### src/rtl/iir_pkg.sv
// Shared configuration, state encoding and output conversion for the IIR MAC filter.
package iir_pkg;

    localparam int unsigned DATA_W    = 16;
    localparam int unsigned COEF_W    = 16;
    localparam int unsigned FRAC_W    = 10;
    localparam int unsigned MAX_ORDER = 4;

    localparam int unsigned ORD_W  = $clog2(MAX_ORDER + 1);
    localparam int unsigned TAP_W  = $clog2(2 * MAX_ORDER + 1);
    localparam int unsigned PROD_W = DATA_W + COEF_W;
    localparam int unsigned ACC_W  = DATA_W + COEF_W + TAP_W;

    localparam logic [1:0] ST_IDLE = 2'd0;
    localparam logic [1:0] ST_MAC  = 2'd1;
    localparam logic [1:0] ST_OUT  = 2'd2;

    localparam logic signed [ACC_W-1:0] SAT_MAX = ACC_W'((2 ** (DATA_W - 1)) - 1);
    localparam logic signed [ACC_W-1:0] SAT_MIN = ~SAT_MAX;
    localparam logic signed [ACC_W-1:0] RND     = ACC_W'(2 ** (FRAC_W - 1));

    typedef struct packed {
        logic              sat;
        logic [DATA_W-1:0] data;
    } sat_res_t;

    // Round half-up on the fractional bits, then clip to the sample range.
    function automatic sat_res_t sat_round(input logic signed [ACC_W-1:0] acc);
        logic signed [ACC_W-1:0] r;
        sat_res_t                res;
        r = (acc + RND) >>> FRAC_W;
        if (r > SAT_MAX) begin
            res.sat  = 1'b1;
            res.data = SAT_MAX[DATA_W-1:0];
        end else if (r < SAT_MIN) begin
            res.sat  = 1'b1;
            res.data = SAT_MIN[DATA_W-1:0];
        end else begin
            res.sat  = 1'b0;
            res.data = r[DATA_W-1:0];
        end
        return res;
    endfunction

endpackage

### src/rtl/iir_mac_filter_if.sv
// Sample handshake, coefficient port and result bus of the IIR MAC filter.
interface iir_mac_filter_if;
    import iir_pkg::*;

    logic [ORD_W-1:0]  order;
    logic              coef_we;
    logic              coef_sel;
    logic [ORD_W-1:0]  coef_idx;
    logic [COEF_W-1:0] coef_data;
    logic              coef_err;
    logic              in_valid;
    logic              in_ready;
    logic [DATA_W-1:0] in_data;
    logic              out_valid;
    logic [DATA_W-1:0] out_data;
    logic              sat_flag;
    logic              busy;

    modport master (
        output order, coef_we, coef_sel, coef_idx, coef_data, in_valid, in_data,
        input  coef_err, in_ready, out_valid, out_data, sat_flag, busy
    );

    modport slave (
        input  order, coef_we, coef_sel, coef_idx, coef_data, in_valid, in_data,
        output coef_err, in_ready, out_valid, out_data, sat_flag, busy
    );

endinterface

### src/rtl/iir_mac_unit.sv
// Single signed multiply-accumulate; one product per enabled cycle, add or subtract.
module iir_mac_unit
    import iir_pkg::*;
(
    input  logic                     clk,
    input  logic                     reset,
    input  logic                     clr_i,
    input  logic                     en_i,
    input  logic                     sub_i,
    input  logic signed [COEF_W-1:0] coef_i,
    input  logic signed [DATA_W-1:0] data_i,
    output logic signed [ACC_W-1:0]  acc_o
);

    logic signed [PROD_W-1:0] prod;
    logic signed [ACC_W-1:0]  prod_ext;
    logic signed [ACC_W-1:0]  acc_d;
    logic signed [ACC_W-1:0]  acc_q;

    assign prod     = PROD_W'(coef_i) * PROD_W'(data_i);
    assign prod_ext = ACC_W'(prod);

    always_comb begin
        acc_d = acc_q;
        if (clr_i) begin
            acc_d = '0;
        end else if (en_i) begin
            acc_d = sub_i ? (acc_q - prod_ext) : (acc_q + prod_ext);
        end
    end

    always_ff @(posedge clk) begin
        if (reset) acc_q <= '0;
        else       acc_q <= acc_d;
    end

    assign acc_o = acc_q;

endmodule

### src/rtl/iir_mac_filter.sv
// Time-multiplexed direct-form-I IIR: FSM, tap sequencer, coefficient banks, histories.
module iir_mac_filter
    import iir_pkg::*;
(
    input  logic             clk,
    input  logic             reset,
    iir_mac_filter_if.slave  bus
);

    localparam logic [ORD_W-1:0] MAX_ORD = ORD_W'(MAX_ORDER);

    logic [1:0]        state_q, state_d;
    logic [TAP_W-1:0]  tap_q, tap_d;
    logic [ORD_W-1:0]  ord_q, ord_d;
    logic [DATA_W-1:0] x_q, x_d;
    logic [DATA_W-1:0] xh_q [1:MAX_ORDER];
    logic [DATA_W-1:0] xh_d [1:MAX_ORDER];
    logic [DATA_W-1:0] yh_q [1:MAX_ORDER];
    logic [DATA_W-1:0] yh_d [1:MAX_ORDER];
    logic [COEF_W-1:0] b_q  [0:MAX_ORDER];
    logic [COEF_W-1:0] b_d  [0:MAX_ORDER];
    logic [COEF_W-1:0] a_q  [1:MAX_ORDER];
    logic [COEF_W-1:0] a_d  [1:MAX_ORDER];
    logic [DATA_W-1:0] out_data_q, out_data_d;
    logic              sat_q, sat_d;
    logic              out_valid_q, out_valid_d;
    logic              in_ready_q, in_ready_d;
    logic              busy_q, busy_d;
    logic              coef_err_q, coef_err_d;

    logic              accept, coef_ok, mac_sub, last_tap;
    logic [COEF_W-1:0] mac_coef;
    logic [DATA_W-1:0] mac_data;
    logic signed [ACC_W-1:0] acc;
    sat_res_t          res;

    assign accept   = (state_q == ST_IDLE) && bus.in_valid;
    assign coef_ok  = (state_q == ST_IDLE) && (bus.coef_idx <= MAX_ORD) &&
                      !(bus.coef_sel && (bus.coef_idx == '0));
    assign last_tap = (tap_q == TAP_W'({ord_q, 1'b0}));
    assign res      = sat_round(acc);

    // Tap k<=N feeds b_k*x[n-k]; tap N+k subtracts a_k*y[n-k].
    always_comb begin
        mac_coef = '0;
        mac_data = '0;
        mac_sub  = 1'b0;
        if (tap_q <= TAP_W'(ord_q)) begin
            if (tap_q == '0) begin
                mac_coef = b_q[0];
                mac_data = x_q;
            end
            for (int unsigned k = 1; k <= MAX_ORDER; k++) begin
                if (tap_q == TAP_W'(k)) begin
                    mac_coef = b_q[k];
                    mac_data = xh_q[k];
                end
            end
        end else begin
            mac_sub = 1'b1;
            for (int unsigned k = 1; k <= MAX_ORDER; k++) begin
                if (tap_q == TAP_W'(ord_q) + TAP_W'(k)) begin
                    mac_coef = a_q[k];
                    mac_data = yh_q[k];
                end
            end
        end
    end

    iir_mac_unit u_mac (
        .clk    (clk),
        .reset  (reset),
        .clr_i  (accept),
        .en_i   (state_q == ST_MAC),
        .sub_i  (mac_sub),
        .coef_i (mac_coef),
        .data_i (mac_data),
        .acc_o  (acc)
    );

    always_comb begin
        state_d     = state_q;
        tap_d       = tap_q;
        ord_d       = ord_q;
        x_d         = x_q;
        xh_d        = xh_q;
        yh_d        = yh_q;
        b_d         = b_q;
        a_d         = a_q;
        out_data_d  = out_data_q;
        sat_d       = sat_q;
        out_valid_d = 1'b0;
        coef_err_d  = 1'b0;

        if (bus.coef_we) begin
            if (coef_ok) begin
                for (int unsigned k = 0; k <= MAX_ORDER; k++) begin
                    if (bus.coef_idx == ORD_W'(k)) begin
                        if (!bus.coef_sel)  b_d[k] = bus.coef_data;
                        else if (k != 0)    a_d[k] = bus.coef_data;
                    end
                end
            end else begin
                coef_err_d = 1'b1;
            end
        end

        case (state_q)
            ST_IDLE: begin
                if (bus.in_valid) begin
                    x_d     = bus.in_data;
                    ord_d   = (bus.order > MAX_ORD) ? MAX_ORD : bus.order;
                    tap_d   = '0;
                    state_d = ST_MAC;
                end
            end
            ST_MAC: begin
                tap_d = tap_q + TAP_W'(1);
                if (last_tap) state_d = ST_OUT;
            end
            ST_OUT: begin
                out_data_d  = res.data;
                sat_d       = res.sat;
                out_valid_d = 1'b1;
                xh_d[1]     = x_q;
                yh_d[1]     = res.data;
                for (int unsigned k = 2; k <= MAX_ORDER; k++) begin
                    xh_d[k] = xh_q[k-1];
                    yh_d[k] = yh_q[k-1];
                end
                state_d = ST_IDLE;
            end
            default: state_d = ST_IDLE;
        endcase

        in_ready_d = (state_d == ST_IDLE);
        busy_d     = (state_d != ST_IDLE);
    end

    always_ff @(posedge clk) begin
        if (reset) begin
            state_q     <= ST_IDLE;
            tap_q       <= '0;
            ord_q       <= '0;
            x_q         <= '0;
            for (int unsigned k = 1; k <= MAX_ORDER; k++) begin
                xh_q[k] <= '0;
                yh_q[k] <= '0;
                a_q[k]  <= '0;
            end
            for (int unsigned k = 0; k <= MAX_ORDER; k++) b_q[k] <= '0;
            out_data_q  <= '0;
            sat_q       <= 1'b0;
            out_valid_q <= 1'b0;
            in_ready_q  <= 1'b1;
            busy_q      <= 1'b0;
            coef_err_q  <= 1'b0;
        end else begin
            state_q     <= state_d;
            tap_q       <= tap_d;
            ord_q       <= ord_d;
            x_q         <= x_d;
            xh_q        <= xh_d;
            yh_q        <= yh_d;
            b_q         <= b_d;
            a_q         <= a_d;
            out_data_q  <= out_data_d;
            sat_q       <= sat_d;
            out_valid_q <= out_valid_d;
            in_ready_q  <= in_ready_d;
            busy_q      <= busy_d;
            coef_err_q  <= coef_err_d;
        end
    end

    assign bus.in_ready  = in_ready_q;
    assign bus.out_valid = out_valid_q;
    assign bus.out_data  = out_data_q;
    assign bus.sat_flag  = sat_q;
    assign bus.busy      = busy_q;
    assign bus.coef_err  = coef_err_q;

endmodule

### src/flat_wrapper.sv
// flat-port wrapper written by rule: the top's interface ports become plain ports
module iir_mac_filter_flat import iir_pkg::*;
  (clk, reset, bus_order, bus_coef_we, bus_coef_sel, bus_coef_idx, bus_coef_data, bus_in_valid, bus_in_data, bus_coef_err, bus_in_ready, bus_out_valid, bus_out_data, bus_sat_flag, bus_busy);
  iir_mac_filter_if bus_i ();
  input  logic clk;
  input  logic reset;
  input wire logic [$bits(bus_i.order)-1:0] bus_order;
  input wire logic [$bits(bus_i.coef_we)-1:0] bus_coef_we;
  input wire logic [$bits(bus_i.coef_sel)-1:0] bus_coef_sel;
  input wire logic [$bits(bus_i.coef_idx)-1:0] bus_coef_idx;
  input wire logic [$bits(bus_i.coef_data)-1:0] bus_coef_data;
  input wire logic [$bits(bus_i.in_valid)-1:0] bus_in_valid;
  input wire logic [$bits(bus_i.in_data)-1:0] bus_in_data;
  output wire logic [$bits(bus_i.coef_err)-1:0] bus_coef_err;
  output wire logic [$bits(bus_i.in_ready)-1:0] bus_in_ready;
  output wire logic [$bits(bus_i.out_valid)-1:0] bus_out_valid;
  output wire logic [$bits(bus_i.out_data)-1:0] bus_out_data;
  output wire logic [$bits(bus_i.sat_flag)-1:0] bus_sat_flag;
  output wire logic [$bits(bus_i.busy)-1:0] bus_busy;
  assign bus_i.order = bus_order;
  assign bus_i.coef_we = bus_coef_we;
  assign bus_i.coef_sel = bus_coef_sel;
  assign bus_i.coef_idx = bus_coef_idx;
  assign bus_i.coef_data = bus_coef_data;
  assign bus_i.in_valid = bus_in_valid;
  assign bus_i.in_data = bus_in_data;
  assign bus_coef_err = bus_i.coef_err;
  assign bus_in_ready = bus_i.in_ready;
  assign bus_out_valid = bus_i.out_valid;
  assign bus_out_data = bus_i.out_data;
  assign bus_sat_flag = bus_i.sat_flag;
  assign bus_busy = bus_i.busy;
  iir_mac_filter u_core (.clk(clk), .reset(reset), .bus(bus_i));
endmodule
### config.mk
export PLATFORM = sky130hd
export DESIGN_NAME = iir_mac_filter_flat
export DESIGN_NICKNAME = d
export VERILOG_FILES = /design/src/rtl/iir_pkg.sv /design/src/rtl/iir_mac_filter_if.sv /design/src/rtl/iir_mac_unit.sv /design/src/rtl/iir_mac_filter.sv /design/src/flat_wrapper.sv
export SDC_FILE = /design/constraint.sdc
export NUM_CORES = 2
export LEC_CHECK = 0
export CAP_MARGIN = 20
export CORE_ASPECT_RATIO = 0.9
export CORE_MARGIN = 2
export CORE_UTILIZATION = 34
export DETAILED_ROUTE_END_ITERATION = 7
export PLACE_DENSITY_LB_ADDON = 0.3
export SETUP_SLACK_MARGIN = 0.05
export SLEW_MARGIN = 10
export SYNTH_ARGS = -nofsm -noshare
export SYNTH_HDL_FRONTEND = slang
export SYNTH_HIERARCHICAL = 1
export SYNTH_SLANG_ARGS = --single-unit
### constraint.sdc
create_clock -name clk -period 15.68 [get_ports clk]
set_input_delay 2.352 -clock clk [delete_from_list [all_inputs] [get_ports clk]]
set_output_delay 2.352 -clock clk [all_outputs]
set_load 0.03 [all_outputs]
== Word-level counts from Yosys, hierarchy flattened ==
Cells that the tools add are included.
Operators by class
  $add $sub $neg: 8
  $mul: 1
  order comparisons: 5
  eq/ne operators: 16
  multiplexer cells: 31
  bitwise logic cells: 2
  reductions and logical operators: 24
Operators by type and width (count)
  $mux W16: 20
  $add A36 B11 Y36 const B: 1
  $add A36 B32 Y36: 1
  $mux W36: 1
  $reduce_and A4 Y1: 9
  $sub A36 B32 Y36: 1
  $mux W17: 2
  $mul A16 B16 Y32: 1
  $gt A26 B16 Y1 const B: 1
  $lt A26 B16 Y1 const B: 1
  $eq A4 B4 Y1: 5
  $add A3 B2 Y4 const B: 2
  $eq A4 B2 Y1 const B: 2
  $pmux W4 S2: 1
  $eq A3 B2 Y1 const B: 2
  $add A3 B1 Y4 const B: 1
  $add A3 B3 Y4 const B: 1
  $add A4 B1 Y4 const B: 1
  $eq A4 B1 Y1 const B: 1
  $eq A4 B3 Y1 const B: 1
  $le A4 B3 Y1: 1
  $logic_and A1 B1 Y1: 4
  $logic_not A2 Y1: 2
  $logic_not A4 Y1: 1
  18 further kinds: 24
Word-level totals
  bits in registers: 338
  output and inout bits: 21

== Depth between registers and ports, before layout ==
  depth in word-level cells: 10
  depth in mapped cells: 48
  gate-level depth less buffers: 45

== Modules after synthesis ==
Netlist, hierarchy kept.
Modules (own cells, without submodules)
  iir_mac_unit: times used 1, cells an instance 1654, area each 13988.4 µm²
  iir_mac_filter: times used 1, cells an instance 1770, area each 13623.1 µm²

== Worst setup path before layout ==
No wires, ideal clock.
  path kind: reg2reg
  start point: register u_core.tap_q[1]
  end point: register u_core.u_mac.acc_q[35] (netlist: u_core/u_mac/acc_o[35])
  setup time: 0.071 ns
  arrival time: 11.185 ns
  data required time: 15.609 ns
  setup slack: 4.425 ns
  stages on the path, launching flop included: 48
  buffers on the path: 3
  clock period less this slack: 11.255 ns
  cell sequence: dfxtp_1 > inv_1 > ha_1 > nor4b_1 > clkbuf_1 > a22oi_1 > nor2_1 > a21oi_1 > o21ai_0 > o22ai_1 > a21oi_1 > clkbuf_1 > nand2_1 > fa_1 > inv_1 > fa_1 > inv_1 > fa_1 > (+12 left out) > a311o_1 > or3_1 > nor4_1 > a21oi_1 > xnor2_1 > ha_1 > a211oi_1 > o21bai_1 > a21o_1 > a21oi_1 > nand2_1 > a21oi_1 > a311oi_1 > nor4_1 > o31ai_1 > and3_1 > or4_1 > a21oi_1
On the way
  word-level cells in the longest chain between the ends: 10
RTL lines
  start, declared: RTL line iir_mac_filter.sv:13  | logic [TAP_W-1:0] tap_q, tap_d;
  start signal, assigned: RTL line iir_mac_filter.sv:160  | tap_q <= tap_d;
  $logic_not A4 Y1: RTL line iir_mac_filter.sv:49  | if (tap_q == '0) begin
  $mux W16: RTL line iir_mac_filter.sv:49
  $mux W16 (4 in series): RTL line iir_mac_filter.sv:54  | if (tap_q == TAP_W'(k)) begin
  $mux W16 *: RTL line iir_mac_filter.sv:48  | if (tap_q <= TAP_W'(ord_q)) begin
  via u_core.mac_data[9]: RTL line iir_mac_filter.sv:33  | logic [DATA_W-1:0] mac_data;
  $mul A16 B16 Y32 *: RTL line iir_mac_unit.sv:20  | assign prod = PROD_W'(coef_i) * PROD_W'(data_i);
  $sub A36 B32 Y36 / $add A36 B32 Y36 (equally long branches): RTL line iir_mac_unit.sv:28  | acc_d = sub_i ? (acc_q - prod_ext) : (acc_q + prod_ext);
  $mux W36 *: RTL line iir_mac_unit.sv:28
  end signal, assigned: RTL line iir_mac_unit.sv:33  | if (reset) acc_q <= '0;
  end signal, assigned: RTL line iir_mac_unit.sv:34  | else acc_q <= acc_d;
  end, declared: RTL line iir_mac_unit.sv:18  | logic signed [ACC_W-1:0] acc_q;
Mark *: on every way through the listed nets, which the timed path passes. The rest lies on a longest branch.
A chain may end at the register's enable or synchronous reset.

== Worst setup path in the final report ==
  start point: register u_core.ord_q[1]
  end point: register u_core.u_mac.acc_q[35] (netlist: u_core/u_mac/acc_o[35])
On the way
  word-level cells in the longest chain between the ends: 10
RTL lines
  start, declared: RTL line iir_mac_filter.sv:14  | logic [ORD_W-1:0] ord_q, ord_d;
  start signal, assigned: RTL line iir_mac_filter.sv:161  | ord_q <= ord_d;
  $add A3 B1 Y4: RTL line iir_mac_filter.sv:62  | if (tap_q == TAP_W'(ord_q) + TAP_W'(k)) begin
  $eq A4 B4 Y1: RTL line iir_mac_filter.sv:62
  $mux W16 (4 in series): RTL line iir_mac_filter.sv:62
  $mux W16 *: RTL line iir_mac_filter.sv:48
  via u_core.mac_data[6]: RTL line iir_mac_filter.sv:33
  $mul A16 B16 Y32 *: RTL line iir_mac_unit.sv:20
  $sub A36 B32 Y36 / $add A36 B32 Y36 (equally long branches): RTL line iir_mac_unit.sv:28
  $mux W36 *: RTL line iir_mac_unit.sv:28
Marks and branches as above.

==> key figures <==
Outcome
  – Run status: finished clean

Worst setup path
  – Setup Crit Path Kind: reg2reg
  – Critical path endpoint category: flop
  – Cell with the largest stage delay on the worst path: nor4_1
  – WP data arrival: 13.51 ns
  – Crit Path Max Fanout: 36
  – CP Data Required Time: 16.17 ns
  – Critical path startpoint category: flop
  – Slowest Stage Delay on Critical Path: 0.95 ns

Routing
  – Post-route DRC: 0
  – Final WL: 77.7 mm
  – Detailed Route Iter0 Violations: 1790
  – Via count: 22700
  – Pre-Repair DR Iteration Count: 7
  – Mean number of vias per cell: 5.10
  – Avg WL per Cell: 17.5 um
  – Antenna Nets Post-Route: 0

CTS
  – Post-cts resize count: 0
  – Hold Buf Count CTS: 0
  – Max clock buf depth: 3
  – Clock latency at the later pin of the worst-skew pair: 0.60 ns
  – Total CTS buffers: 39
  – Post CTS Setup Buffer Count: 0
  – H-Tree Depth: 2
  – Clock transition at path regs: 0.06 ns
  – TritonCTS Sinks: 338
  – CTS tree: done
  – Root Buffer: clkbuf_16

Logic synthesis
  – Main combinational cell family by area after synthesis: adder cells
  – Yosys cell types: 79
  – Post-synth net total: 3860
  – Top FF cell, synth: dfxtp_1
  – Avg Cell Area, Syn: 8.06 um^2
  – XOR/XNOR share of the synthesized area: 3.49%
  – Multiplexer share of the synthesized area: 3.89%
  – Compound-cell area share of the yosys netlist: 14.5%
  – Post-Synth Adder-Cell Area: 25.0%
  – #FFs+latches synth: 338
  – Seq/Total Area, Yosys: 24.5%
  – Synth Area in Simple Gates: 20.6%
  – Yosys warning count: 6
  – Cells after Synth: 3424
  – Mapped Area: 27600 um^2
  – Post-synth EDFFs: 0
  – Ys async rst share: 0%

Worst hold path
  – HP Class: reg2reg

Global route
  – GRT met1 Usage: 27.2%
  – Met3 Usage GRT: 2.98%
  – Initial antenna violation count: 2
  – Overflow after GRT: 0
  – Largest net degree at the start of global routing: 123
  – Vias in the first global route: 22000
  – GR peak layer: met2
  – Global-route wire length before repair: 126 mm
  – Global-route total usage across every layer: 18.7%
  – Met2 usage: 28.8%

Timing
  – Slew of the pin with the lowest slew margin: 1.12 ns
  – Max Fclk: 76.8 MHz
  – Setup TNS: 0 ns
  – Final Hold Fails: 0
  – Setup skew after layout: 0.0337 ns
  – Slew HR: 24.7%
  – Final setup vio count: 0
  – Period utilization: 83.0%
  – RSZ-0062 raised after global routing: false
  – Fin. max-slew vios: 0
  – Minimum clock period: 13.02 ns

Layout
  – Fill cell total of the finished layout: 8460
  – Share of cells above drive strength 1: 5.02%
  – Footprint of the multi-input gates: 18700 um^2
  – Final #Nets: 3795
  – Area grow syn2layout: 10.5%
  – Register Area: 6770 um^2

Placement
  – Port bufs: 63
  – RD Place Congestion: 0.845
  – Hpwl dp: 56.0 mm

Die
  – Initial Util: 34.2%
  – Width of the die: 304 um
  – Area of the core: 80800 um^2
  – Die H: 274 um
  – FP Rows: 99
  – Die Area: 83500 um^2
  – I/O pins: 64

Run
  – Max cap viols: 0
==> placed cells by master, fill, tap and decap left out, types with 39 or more instances in the layout <==
master	n
nand2_1	637
inv_1	345
a21oi_1	338
dfxtp_1	338
fa_1	263
nor2_1	235
and2_1	131
ha_1	130
mux2i_1	105
xnor2_1	78
o21ai_0	72
clkdlybuf4s50_1	62
buf_4	57
and3_1	43
nand3_1	41
o22ai_1	40
clkbuf_16	39
nor3_1	39
==> final cells by class <==
class	count	area share [%]
tap	1060	4.35
timing repair buffer	120	3.49
clock inverter	15	0.759
clock buffer	55	3.69
multi-input combinational	2514	61.3
sequential	338	22.2
inverter	346	4.26
antenna	2	0.0164
==> synth_stat cells (12+ instances only) <==
| cell type | n | area (um^2) |
|---|---|---|
| nand2_1 | 637 | 2390 |
| inv_1 | 345 | 1290 |
| a21oi_1 | 339 | 1700 |
| dfxtp_1 | 338 | 6770 |
| fa_1 | 263 | 5270 |
| nor2_1 | 236 | 886 |
| clkbuf_1 | 196 | 736 |
| and2_1 | 131 | 820 |
| ha_1 | 130 | 1630 |
| mux2i_1 | 105 | 1050 |
| xnor2_1 | 78 | 683 |
| o21ai_0 | 72 | 360 |
| and3_1 | 43 | 269 |
| nand3_1 | 41 | 205 |
| nor3_1 | 40 | 200 |
| o22ai_1 | 40 | 250 |
| a22oi_1 | 34 | 255 |
| a222oi_1 | 32 | 320 |
| xor2_1 | 32 | 280 |
| a21o_1 | 18 | 135 |
| buf_4 | 17 | 128 |
| a211oi_1 | 16 | 120 |
| nor4_1 | 16 | 100 |
| nand4_1 | 15 | 93.8 |
| o21bai_1 | 14 | 105 |
| a31oi_1 | 13 | 81.3 |
| nand3b_1 | 12 | 90.1 |
==> per-stage QoR <==
step | area, um^2 | cells | setup WS, ns | utilization (%) | hold slack, ns
after floorplan | 27600 | 3424 | 4.42 | - | 0.436
after global placement | 29100 | 4378 | 2.90 | 36.1 | 0.442
after detailed placement | 29100 | 4378 | 2.88 | 36.1 | 0.447
after CTS | 30500 | 4448 | 2.81 | 37.8 | 0.439
after global routing | 30500 | 4448 | 1.85 | 37.8 | 0.473
final | 30500 | 4450 | 2.66 | 37.8 | 0.450
==> critical path, delay by kind of cell, from the launching register on <==
| kind | cells | cell delay [ns] |
|---|---|---|
| XOR/XNOR | 1 | 0.18 |
| adder cells (fa/ha/maj) | 9 | 4.24 |
| AO/OA/AOI/OAI | 14 | 2.67 |
| flip-flops | 1 | 0.42 |
| AND/OR/NAND/NOR | 13 | 3.62 |
| buffers and inverters | 10 | 1.71 |
==> cells by family after synthesis <==
kind of cell | Yosys count
simple gates | 1253
compound gates | 651
fa+ha+maj | 393
xor+xnor | 110
flops | 338
mux | 107
buf+inv | 572
==> flip-flops by register name (all words and copies together), names as in the netlist <==
signal,flops
u_core/bus.busy,1
u_core/b_q,80
u_core/bus.out_valid,1
u_core/bus.coef_err,1
u_core/tap_q,4
u_core/state_q,2
u_core/bus.sat_flag,1
u_core/x_q,16
u_core/a_q,64
u_core/yh_q,48
u_core/ord_q,3
u_core/u_mac/acc_o,36
u_core/bus.out_data,16
u_core/xh_q,64
u_core/bus.in_ready,1
==> per-layer routing <==
metal	up-vias	part of all wire (%)
met3	71	5.8
met5	-	0
met2	570	43
met4	0	1.7
li1	11100	-
met1	10900	49
==> path summary, 6_finish.rpt <==
| kind | startpoint | endpoint | slack, ns | cells past startpoint |
|---|---|---|---|---|
| setup / recovery | u_core/ord_q[1]$_SDFFE_PP0P_ | u_core/u_mac/acc_o[35]$_SDFFE_PP0P_ | 2.66 | 47 |
| hold / removal | u_core/yh_q[44]$_SDFFE_PP0P_ | u_core/yh_q[28]$_SDFFE_PP0P_ | 0.45 | 2 |
| setup reg to reg | u_core/ord_q[1]$_SDFFE_PP0P_ | u_core/u_mac/acc_o[35]$_SDFFE_PP0P_ | 2.66 | 47 |
| hold reg to reg | u_core/yh_q[44]$_SDFFE_PP0P_ | u_core/yh_q[28]$_SDFFE_PP0P_ | 0.45 | 2 |
Power is left out: the tool's default activity adds up to more than one toggle a clock period on the data nets, which glitch-free logic cannot reach.
